**src/rtl/fetch_sequencer.sv**
```systemverilog
// fetch_sequencer
// Holds the fetch PC and runs a single-outstanding req/ack fetch to a
// variable-latency instruction memory. Returned words go into a 2-entry
// queue whose head feeds decode. Redirects flush the queue. A fetch that is
// in flight when the redirect arrives is drained, and its data is dropped.
//
// state | meaning
// ------+-------------------------------------------------------------
// IDLE  | no request on the bus; waiting for queue space or a redirect
// REQ   | request to fetch_pc outstanding; data is kept on ack
// DRAIN | stale request outstanding; data is dropped, redir_pc is next
module fetch_sequencer #(
    parameter logic [31:0] RESET_PC  = 32'h0000_0000,
    parameter int unsigned PC_STEP   = 4,
    parameter logic [31:0] NOP_INSTR = 32'h0000_0013
) (
    input  logic        clk,
    input  logic        rst,
    input  logic        redirect_valid,
    input  logic [31:0] redirect_pc,
    input  logic        stall,
    output logic        imem_req,
    output logic [31:0] imem_addr,
    input  logic        imem_ack,
    input  logic [31:0] imem_rdata,
    output logic        if_valid,
    output logic [31:0] if_pc,
    output logic [31:0] if_instr
);

    typedef enum logic [1:0] {
        IDLE  = 2'd0,
        REQ   = 2'd1,
        DRAIN = 2'd2
    } state_t;

    state_t      state;
    logic [31:0] fetch_pc;
    logic [31:0] redir_pc;

    // Two-entry fetch queue. q0 is always the head.
    logic [1:0]  count;
    logic [31:0] q0_pc;
    logic [31:0] q0_instr;
    logic [31:0] q1_pc;
    logic [31:0] q1_instr;

    logic        flush;
    logic        push;
    logic        pop;
    logic [1:0]  count_after_pop;
    logic [1:0]  count_next;
    logic        room_next;

    assign imem_addr = fetch_pc;

    assign if_valid  = (count != 2'd0);
    assign if_pc     = if_valid ? q0_pc : 32'h0000_0000;
    assign if_instr  = if_valid ? q0_instr : NOP_INSTR;

    // Queue control: a redirect wins over both push and pop.
    always_comb begin
        flush           = redirect_valid;
        push            = (state == REQ) && imem_ack && !redirect_valid;
        pop             = if_valid && !stall;
        count_after_pop = count - {1'b0, pop};
        if (flush) begin
            count_next = 2'd0;
        end else begin
            count_next = count_after_pop + {1'b0, push};
        end
        // One free slot after this cycle is enough for another request,
        // which keeps count + outstanding within the two queue slots.
        room_next = (count_next < 2'd2);
    end

    // Queue storage: shift on pop, write the first free slot on push.
    always_ff @(posedge clk or negedge rst) begin
        if (!rst) begin
            count    <= 2'd0;
            q0_pc    <= 32'h0000_0000;
            q0_instr <= NOP_INSTR;
            q1_pc    <= 32'h0000_0000;
            q1_instr <= NOP_INSTR;
        end else if (flush) begin
            count <= 2'd0;
        end else begin
            count <= count_next;
            if (pop) begin
                q0_pc    <= q1_pc;
                q0_instr <= q1_instr;
            end
            // Later assignment wins, so a push into an emptied head
            // overrides the shift above.
            if (push) begin
                if (count_after_pop == 2'd0) begin
                    q0_pc    <= fetch_pc;
                    q0_instr <= imem_rdata;
                end else begin
                    q1_pc    <= fetch_pc;
                    q1_instr <= imem_rdata;
                end
            end
        end
    end

    // Fetch FSM: tracks the outstanding request, the fetch PC and redirects.
    always_ff @(posedge clk or negedge rst) begin
        if (!rst) begin
            state    <= IDLE;
            imem_req <= 1'b0;
            fetch_pc <= RESET_PC;
            redir_pc <= RESET_PC;
        end else begin
            case (state)
                IDLE: begin
                    if (redirect_valid) begin
                        fetch_pc <= redirect_pc;
                        state    <= REQ;
                        imem_req <= 1'b1;
                    end else if (room_next) begin
                        state    <= REQ;
                        imem_req <= 1'b1;
                    end
                end
                REQ: begin
                    if (imem_ack) begin
                        if (redirect_valid) begin
                            // The returning word is already stale.
                            fetch_pc <= redirect_pc;
                        end else begin
                            fetch_pc <= fetch_pc + 32'(PC_STEP);
                            if (!room_next) begin
                                state    <= IDLE;
                                imem_req <= 1'b0;
                            end
                        end
                    end else if (redirect_valid) begin
                        // The address must stay put until the memory acks,
                        // so park the target and drop the data later.
                        redir_pc <= redirect_pc;
                        state    <= DRAIN;
                    end
                end
                DRAIN: begin
                    if (imem_ack) begin
                        fetch_pc <= redirect_valid ? redirect_pc : redir_pc;
                        state    <= REQ;
                    end else if (redirect_valid) begin
                        redir_pc <= redirect_pc;
                    end
                end
                default: begin
                    state    <= IDLE;
                    imem_req <= 1'b0;
                end
            endcase
        end
    end

endmodule

```
**config.mk**
```make
export PLATFORM = sky130hd
export DESIGN_NAME = fetch_sequencer
export DESIGN_NICKNAME = d
export VERILOG_FILES = /design/src/rtl/fetch_sequencer.sv
export SDC_FILE = /design/constraint.sdc
export NUM_CORES = 1
export LEC_CHECK = 0
export ABC_AREA = 1
export CELL_PAD_IN_SITES_DETAIL_PLACEMENT = 0
export CELL_PAD_IN_SITES_GLOBAL_PLACEMENT = 1
export CORE_ASPECT_RATIO = 0.5
export CORE_MARGIN = 5
export CORE_UTILIZATION = 45
export CTS_BUF_LIST = sky130_fd_sc_hd__clkbuf_2
export DETAILED_ROUTE_END_ITERATION = 8
export HOLD_SLACK_MARGIN = 0.1
export PLACE_DENSITY = 0.93
export SLEW_MARGIN = 40
export SYNTH_ARGS = -nofsm -noshare
export SYNTH_HDL_FRONTEND = slang
export SYNTH_SLANG_ARGS = --single-unit
```
**constraint.sdc**
```tcl
create_clock -name clk -period 3.55 [get_ports clk]
set_input_delay 0.355 -clock clk [delete_from_list [all_inputs] [get_ports clk]]
set_output_delay 0.355 -clock clk [all_outputs]
set_load 0.01 [all_outputs]
```
Word-level counts from Yosys, hierarchy flattened
Index checks and enable logic that the tools add are counted.

Flip-flop bits (word level): 197. Input port bits: 69. Output and inout port bits: 98. Logic and storage cells: 73.

Add/sub/neg operators: 3. Order comparisons: 1. Equality and inequality tests: 11. Muxes and demuxes: 30. Bitwise gates (word level): 4. Reduce and logical (&&, ||, !) cells: 15.

Operator list (number): $mux W32 (13); $pmux W32 S3 (1); $add A32 B3 Y32 const B (1); $mux W2 (9); $ne A3 B3 Y1 const B (4); $ne A2 B2 Y1 const B (5); $reduce_and A5 Y1 (2); $pmux W2 S3 (1); $mux W1 (5); $logic_not A2 Y1 (2); $not A1 Y1 (4); $reduce_and A4 Y1 (1); $logic_and A1 B1 Y1 (3); $pmux W1 S3 (1); $reduce_and A3 Y1 (1); $reduce_bool A3 Y1 (1); $add A2 B1 Y2 (1); $eq A2 B1 Y1 const B (1); $eq A2 B2 Y1 const B (1); $logic_not A1 Y1 (2); $lt A2 B2 Y1 const B (1); $reduce_and A2 Y1 (1); $reduce_bool A2 Y1 (1); $reduce_or A2 Y1 (1); $sub A2 B1 Y2 (1).

Depth between registers and ports, before layout
Gate-level depths: netlist of the first run.

Word-level depth: 10. Gate-level depth with buffers: 17. Gate-level depth less buffers: 14.

Worst setup path before layout of the first run
OpenSTA, ideal clock, no wires.

Path kind: reg-to-reg. Start: register count[1]. End: register q1_instr[11]. Setup time: 0.125 ns. Arrival: 2.333 ns. Data required time: 3.425 ns. Path slack: 1.092 ns. Cell stages (with the launch flop): 13. Buffers on the path: 4. Clock period less this slack: 2.458 ns. Cells stage by stage: dfrtp_1 -> or2_1 -> buf_6 -> nand2_8 -> inv_2 -> buf_6 -> buf_6 -> ha_1 -> xnor2_2 -> inv_1 -> o21ai_2 -> buf_2 -> mux2_2.

Cells in the longest elaborated chain, start to end: 6.

Ends and longest elaborated chain: start: declaration (line 42) `logic [1:0] count;`; start signal: assignment (line 88) `count <= count_next;`; $reduce_bool A2 Y1 (line 57) `assign if_valid = (count != 2'd0);`; named net if_valid (line 26) `output logic if_valid,`; $logic_and A1 B1 Y1 (line 65) `pop = if_valid && !stall;`; $sub A2 B1 Y2 (line 66) `count_after_pop = count - {1'b0, pop};`; $logic_not A2 Y1 (line 96) `if (count_after_pop == 2'd0) begin`; $not A1 Y1 (no line); $reduce_and A3 Y1 (no line); end signal: assignment (line 101) `q1_instr <= imem_rdata;`; end: declaration (line 46) `logic [31:0] q1_instr;`.

The timed path passes the listed nets, and every way through them passes these cells. A chain may end at the register's enable or synchronous reset.

Worst setup path after layout of the first run
Start: register count[1]. End: output if_pc[8].

Cells in the longest elaborated chain, start to end: 2.

Ends and longest elaborated chain: $reduce_bool A2 Y1 (line 57); $mux W32 (line 58) `assign if_pc = if_valid ? q0_pc : 32'h0000_0000;`; end: declaration (line 27) `output logic [31:0] if_pc,`.

Every way passes these cells.

==> results of run 1 <==
## final timing paths
kind                                            end  slack (ns)
max                                        if_pc[8]        0.38
min                        q1_instr[23]$_DFFE_PN0P_        0.20
max reg2reg                redir_pc[28]$_DFFE_PN0P_        0.87
min reg2reg                 q0_instr[1]$_DFFE_PN1N_        0.51
max in group asynchronous  redir_pc[23]$_DFFE_PN0P_        2.43
min in group asynchronous   q0_instr[0]$_DFFE_PN1N_        0.65
## power by group through the flow
stage	Clock, W	Combinational (W)	Sequential (W)
after floorplan	0	0.00409	0.00393
after global placement	0	0.00580	0.00410
after detailed placement	0	0.00597	0.00414
after CTS	0.00121	0.00604	0.00408
after global routing	0.00129	0.00672	0.00422
final	0.00117	0.00605	0.00410
## registers in the layout (all words and copies together) (netlist names)
signal     flops
count          2
q1_pc         32
q0_instr      32
state          2
imem_req       1
imem_addr     32
redir_pc      32
q0_pc         32
q1_instr      32
## metal layers
layer	vias to the layer above	GRT usage [%]	share of wire [%]
met5	-	0	0
met4	0	4.05	0.82
met3	19	5.22	6.4
met2	253	35.4	46
met1	4870	32.8	47
li1	4907	-	-
## metrics by stage
stage	area (um^2)	utilization (%)	total power (W)	std cells	setup slack, ns
floorplan	11200	-	0.00802	1383	1.09
finish	13600	56.1	0.0113	1887	0.383
global placement	13000	53.4	0.00989	1814	0.846
detailed placement	13000	53.4	0.0101	1814	0.823
global route	13600	56.1	0.0122	1887	0.129
CTS	13600	56.1	0.0113	1886	0.242
## layout make-up
class                   count  share of cell area [%]
multi-input cells         931                    37.7
flip-flops and latches    197                    36.2
repair buffers            221                    16.5
inverters                 170                    4.72
well taps                 336                    3.09
clock inverters            12                    1.07
clock buffers              19                   0.698
diodes                      1                  0.0184
## cell families (layout without fill, tap and decap cells)
group / count (synthesis) / count (layout) / synth area share [%]
buffers and inverters: 255 / 422 / 10.4
flip-flops: 197 / 197 / 44.0
adder cells (fa/ha/maj): 8 / 8 / 0.892
XOR/XNOR: 1 / 1 / 0.145
other: 0 / 1 / 0
AO/OA/AOI/OAI: 386 / 386 / 23.6
multiplexers: 30 / 30 / 3.02
AND/OR/NAND/NOR: 506 / 506 / 18.0
## placed cells by master (no fill, tap or decap), types with 8 or more instances in the layout
cell               n
nand2_1          316
dfrtp_1          191
inv_1            165
clkdlybuf4s50_1  164
nor2_1           134
o21ai_0          113
o21ai_1           65
o211ai_2          65
o211ai_1          63
a21oi_1           53
nand3_1           40
dlygate4sd3_1     40
mux2_2            23
clkbuf_2          19
a221oi_1          12
o22ai_1           10
buf_4             10
ha_1               8
==> impl_metrics.ini, run 1 <==
[cts]
clk_pin_slew_worst_paths_ns = 0.30
cts-buffers-inserted = 17
post_cts.repair.setup_buffers = 0
cts_resized = 0
cts_hold_buf = 41
clk-insertion-delay-late_ns = 0.83
cts_max_path_buffers = 2
h_tree_levels = 4
numClockSinks = 197
cts_root_buffer = clkbuf_2
cts_tree = built

[timing]
final_min_period_over_clock_period_pct = 89.2
max-slew-margin-rel_pct = 48.5
timing_worst_slew_pin_value_ns = 0.772
post-route-min-period_ns = 3.17
clock-skew-final_ns = 0.0364
hold_violations = 0
timing.hold.ws_ns = 0.203
setup_total_negative_slack_ns = 0
grt_setup_unrepaired = false
drv_slew = 0
setup_viol = 0
max_clock_freq_ghz = 0.316

[grt]
global_route.overflow_total = 0
grt_first_pass_wirelength_um = 51500
first_global_vias = 9487
grt_util_all_layers_pct = 22.7
antenna_violations_before_repair = 1
grt_start_max_net_pins = 113

[floorplan]
floorplan.initialDensity_pct = 46.2
die_h_um = 122
fp.dieW_um = 233
io-pin-count = 167
fp-row-count = 40
core_region_area_um2 = 24300
design.die.area_um2 = 28400

[worst_hold_path]
min_path_type = in2reg
timing.hold.worst_path_depth = 2
timing.hold.worst.start = imem_rdata[23]

[power]
net-switching-power_w = 0.00523
comb_power_share_pct = 53.4
power.density_nw_per_um2 = 830
power.share.sequential_pct = 36.3
p_leak_nw = 6.11
switching_share_pct = 46.2
max-vdd-ir-drop_uv = 338
p_clk_share_pct = 10.3
p_int_w = 0.00608

[job]
maxCapViolations = 0

[setup_path]
worstReg2RegStart = state[0]$_DFFE_PN0P_
worst-endpoint-arrival_ns = 2.81
cp-start-kind = flip-flop
worst-setup-path-type = reg2out
worstPathCellList = or2_1 > clkinv_1 > buf_4 > nor2_1 > clkdlybuf4s50_1
timing.critical_path.to_type = primary output
cp_max_stage_cell = clkdlybuf4s50_1
timing.critical_path.from = count[1]$_DFF_PN0_
crit_path_max_fanout = 32
worst_path_largest_cell_delay_ns = 0.58
path_buf_inv = 3
path_depth_of_the_worst_reg2reg_path = 7
worstPathRequired_ns = 3.19
timing.critical_path.depth = 5
cpLargestDelayFamily = buffers and inverters

[synthesis]
synth_net_count = 1460
dominantRegCellSynth = dfrtp_1
yosys-top-cells-area = dfrtp_1 43%, nand2_1 11%, o211ai_2 7.2%
synthCells = 1383
yosysSeqAreaShare_pct = 44.0
synthesis.yosys.warnings = 0
syn_area_per_cell_um2 = 8.12
synth_area_leader_cell = dfrtp_1
post-synth-top-count-cell = nand2_1
synth.cells.most_frequent = 316 x nand2_1, 191 x dfrtp_1, 165 x inv_1
synth.top_cell.area_share_pct = 42.6
synth_async_sr_flop_share_pct = 100
ys_ff_latch = 197
synth_edf_count = 0
synthesis.area_um2 = 11200
synthDistinctLibCells = 38

[cells_and_area]
area_delta_synth_final_pct = 21.4
multi_input_comb_area_um2 = 5140
regArea_um2 = 4940
nets = 1615
num-fill-cells = 2239
drive_above_1_share_pct = 10.5

[detailed_routing]
vias = 10000
wirelength_um = 32300
drt_pre_antenna_iters = 6
route.detailed.drc = 0
detail-route-antenna-nets = 0
drt_iter0_drc = 936
detail_route.vias_per_cell = 5.33
wire_per_inst_um = 17.1

[placement]
port_bufs = 166
dp.final_hpwl_um = 22400
routabilityCongestion = 0.890

[run_status]
outcome = finished clean
No activity file was read; power rests on OpenSTA's default activity.
==> run 2, diff against run 1 <==
--- a/config.mk
+++ b/config.mk
@@ -15,7 +15,7 @@
 export DETAILED_ROUTE_END_ITERATION = 8
 export HOLD_SLACK_MARGIN = 0.1
 export PLACE_DENSITY = 0.93
-export SLEW_MARGIN = 40
+export SLEW_MARGIN = 30
 export SYNTH_ARGS = -nofsm -noshare
 export SYNTH_HDL_FRONTEND = slang
 export SYNTH_SLANG_ARGS = --single-unit
==> results of run 2 <==
No change in the layout: final DEF, timing and power equal those of run 1.
==> run 3, diff against run 2 <==
--- a/config.mk
+++ b/config.mk
@@ -6,6 +6,7 @@
 export NUM_CORES = 1
 export LEC_CHECK = 0
 export ABC_AREA = 1
+export ABC_CLOCK_PERIOD_IN_PS = 3550
 export CELL_PAD_IN_SITES_DETAIL_PLACEMENT = 0
 export CELL_PAD_IN_SITES_GLOBAL_PLACEMENT = 1
 export CORE_ASPECT_RATIO = 0.5
@@ -13,7 +14,7 @@
 export CORE_UTILIZATION = 45
 export CTS_BUF_LIST = sky130_fd_sc_hd__clkbuf_2
 export DETAILED_ROUTE_END_ITERATION = 8
-export HOLD_SLACK_MARGIN = 0.1
+export HOLD_SLACK_MARGIN = 0.15
 export PLACE_DENSITY = 0.93
 export SLEW_MARGIN = 30
 export SYNTH_ARGS = -nofsm -noshare
==> impl_metrics.ini, run 3 (synthesized netlist as in run 1, its figures left out) <==
[detailed_routing]
route.detailed.drc = 0
detail_route.vias_per_cell = 5.32
drt_iter0_drc = 965
wirelength_um = 32500
drt_pre_antenna_iters = 5
wire_per_inst_um = 17.2
vias = 10100
detail-route-antenna-nets = 0

[grt]
first_global_vias = 9530
grt_first_pass_wirelength_um = 51800
global_route.overflow_total = 0
antenna_violations_before_repair = 1
grt_util_all_layers_pct = 22.8
grt_start_max_net_pins = 113

[power]
max-vdd-ir-drop_uv = 339
power.density_nw_per_um2 = 826
report.power.total_w = 0.0113
p_leak_nw = 6.15

[timing]
final_min_period_over_clock_period_pct = 89.2
grt_setup_unrepaired = false
clock-skew-final_ns = 0.0433
setup_total_negative_slack_ns = 0
max_clock_freq_ghz = 0.316
drv_slew = 0
hold_violations = 0
timing_worst_slew_pin_value_ns = 0.771
post-route-min-period_ns = 3.17
max-slew-margin-rel_pct = 48.6
setup_viol = 0
setup_ws_ns = 0.382

[cells_and_area]
area_delta_synth_final_pct = 22.2
multi_input_comb_area_um2 = 5140
layout_common_cells = 316 x nand2_1, 191 x dfrtp_1, 165 x inv_1
layout_commonest_cell = nand2_1
drive_above_1_share_pct = 10.4
nets = 1624
num-fill-cells = 2230
final_util_pct = 56.5
regArea_um2 = 4940

[floorplan]
die_h_um = 122
design.die.area_um2 = 28400
io-pin-count = 167
fp-row-count = 40
floorplan.initialDensity_pct = 46.2
core_region_area_um2 = 24300
fp.dieW_um = 233

[cts]
h_tree_levels = 4
cts_hold_buf = 50
numClockSinks = 197
post_cts.repair.setup_buffers = 0
clk-insertion-delay-late_ns = 0.84
cts-buffers-inserted = 17
cts_resized = 0
clk_pin_slew_worst_paths_ns = 0.31
cts_tree = built
cts_root_buffer = clkbuf_2
cts_max_path_buffers = 2

[setup_path]
worst-setup-path-type = reg2out
crit_path_max_fanout = 32
timing.critical_path.to_type = primary output
cp_max_stage_cell = clkdlybuf4s50_1
worst-endpoint-arrival_ns = 2.81
worst_path_largest_cell_delay_ns = 0.57
worstPathRequired_ns = 3.19
cp-start-kind = flip-flop
worstPathCellList = or2_1 > clkinv_1 > buf_4 > nor2_1 > clkdlybuf4s50_1
regToRegSetupSlack_ns = 0.86

[placement]
dp_slack_ns = 0.823
routabilityCongestion = 0.890
port_bufs = 166
dp.final_hpwl_um = 22400

[worst_hold_path]
min_path_type = in2reg

[run_status]
outcome = finished clean

[job]
maxCapViolations = 0
run 3: cell types whose count changed in the layout (fill, tap and decap cells not counted), sizes merged:
cell / before / now
dlygate4sd3: 40 / 49
run 3: report_power, final:
group,switching [W],total (W),internal (W)
combinational,0.00360,0.00606,0.00246
clock,0.000830,0.00117,0.000339
sequential,0.000811,0.00411,0.00329
run 3: final timing paths:
path | startpoint | to | cells after the start
worst max-delay path | count[1]$_DFF_PN0_ | if_pc[8] | 5
worst min-delay path | redirect_pc[12] | imem_addr[12]$_DFFE_PN0P_ | 3
worst max register to register | count[1]$_DFF_PN0_ | q0_pc[22]$_DFFE_PN0N_ | 10
worst min register to register | q0_instr[1]$_DFFE_PN1N_ | q0_instr[1]$_DFFE_PN1N_ | 2
max in group asynchronous | rst | imem_addr[23]$_DFFE_PN0P_ | 4
min in group asynchronous | rst | q0_instr[0]$_DFFE_PN1N_ | 3
run 3: routing by layer:
layer / global-route usage, % / wire length (um)
met2: 35.7 / 14900
met1: 33.0 / 15300
met5: 0 / 0
met4: 4.24 / 280
met3: 5.17 / 1990
run 3: layout make-up:
cell class / count / share of cell area [%]
multi-input combinational: 931 / 37.5
inverter: 170 / 4.69
antenna: 1 / 0.0182
sequential: 197 / 36.0
clock inverter: 12 / 1.06
tap: 336 / 3.07
timing repair buffer: 230 / 17.0
clock buffer: 19 / 0.693
run 3: per-stage QoR:
step / instances / cell area [um^2] / hold slack [ns]
floorplan: 1383 / 11200 / 0.0594
global route: 1896 / 13700 / 0.164
global placement: 1814 / 13000 / 0.463
CTS: 1895 / 13700 / 0.153
finish: 1896 / 13700 / 0.262
detailed placement: 1814 / 13000 / 0.471
run 3: worst max-delay path, delay by kind of cell, from the launching register on:
kind | cells | cell delay [ns]
buffers and inverters | 3 | 1.00
flip-flops | 1 | 0.46
AND/OR/NAND/NOR | 2 | 0.49
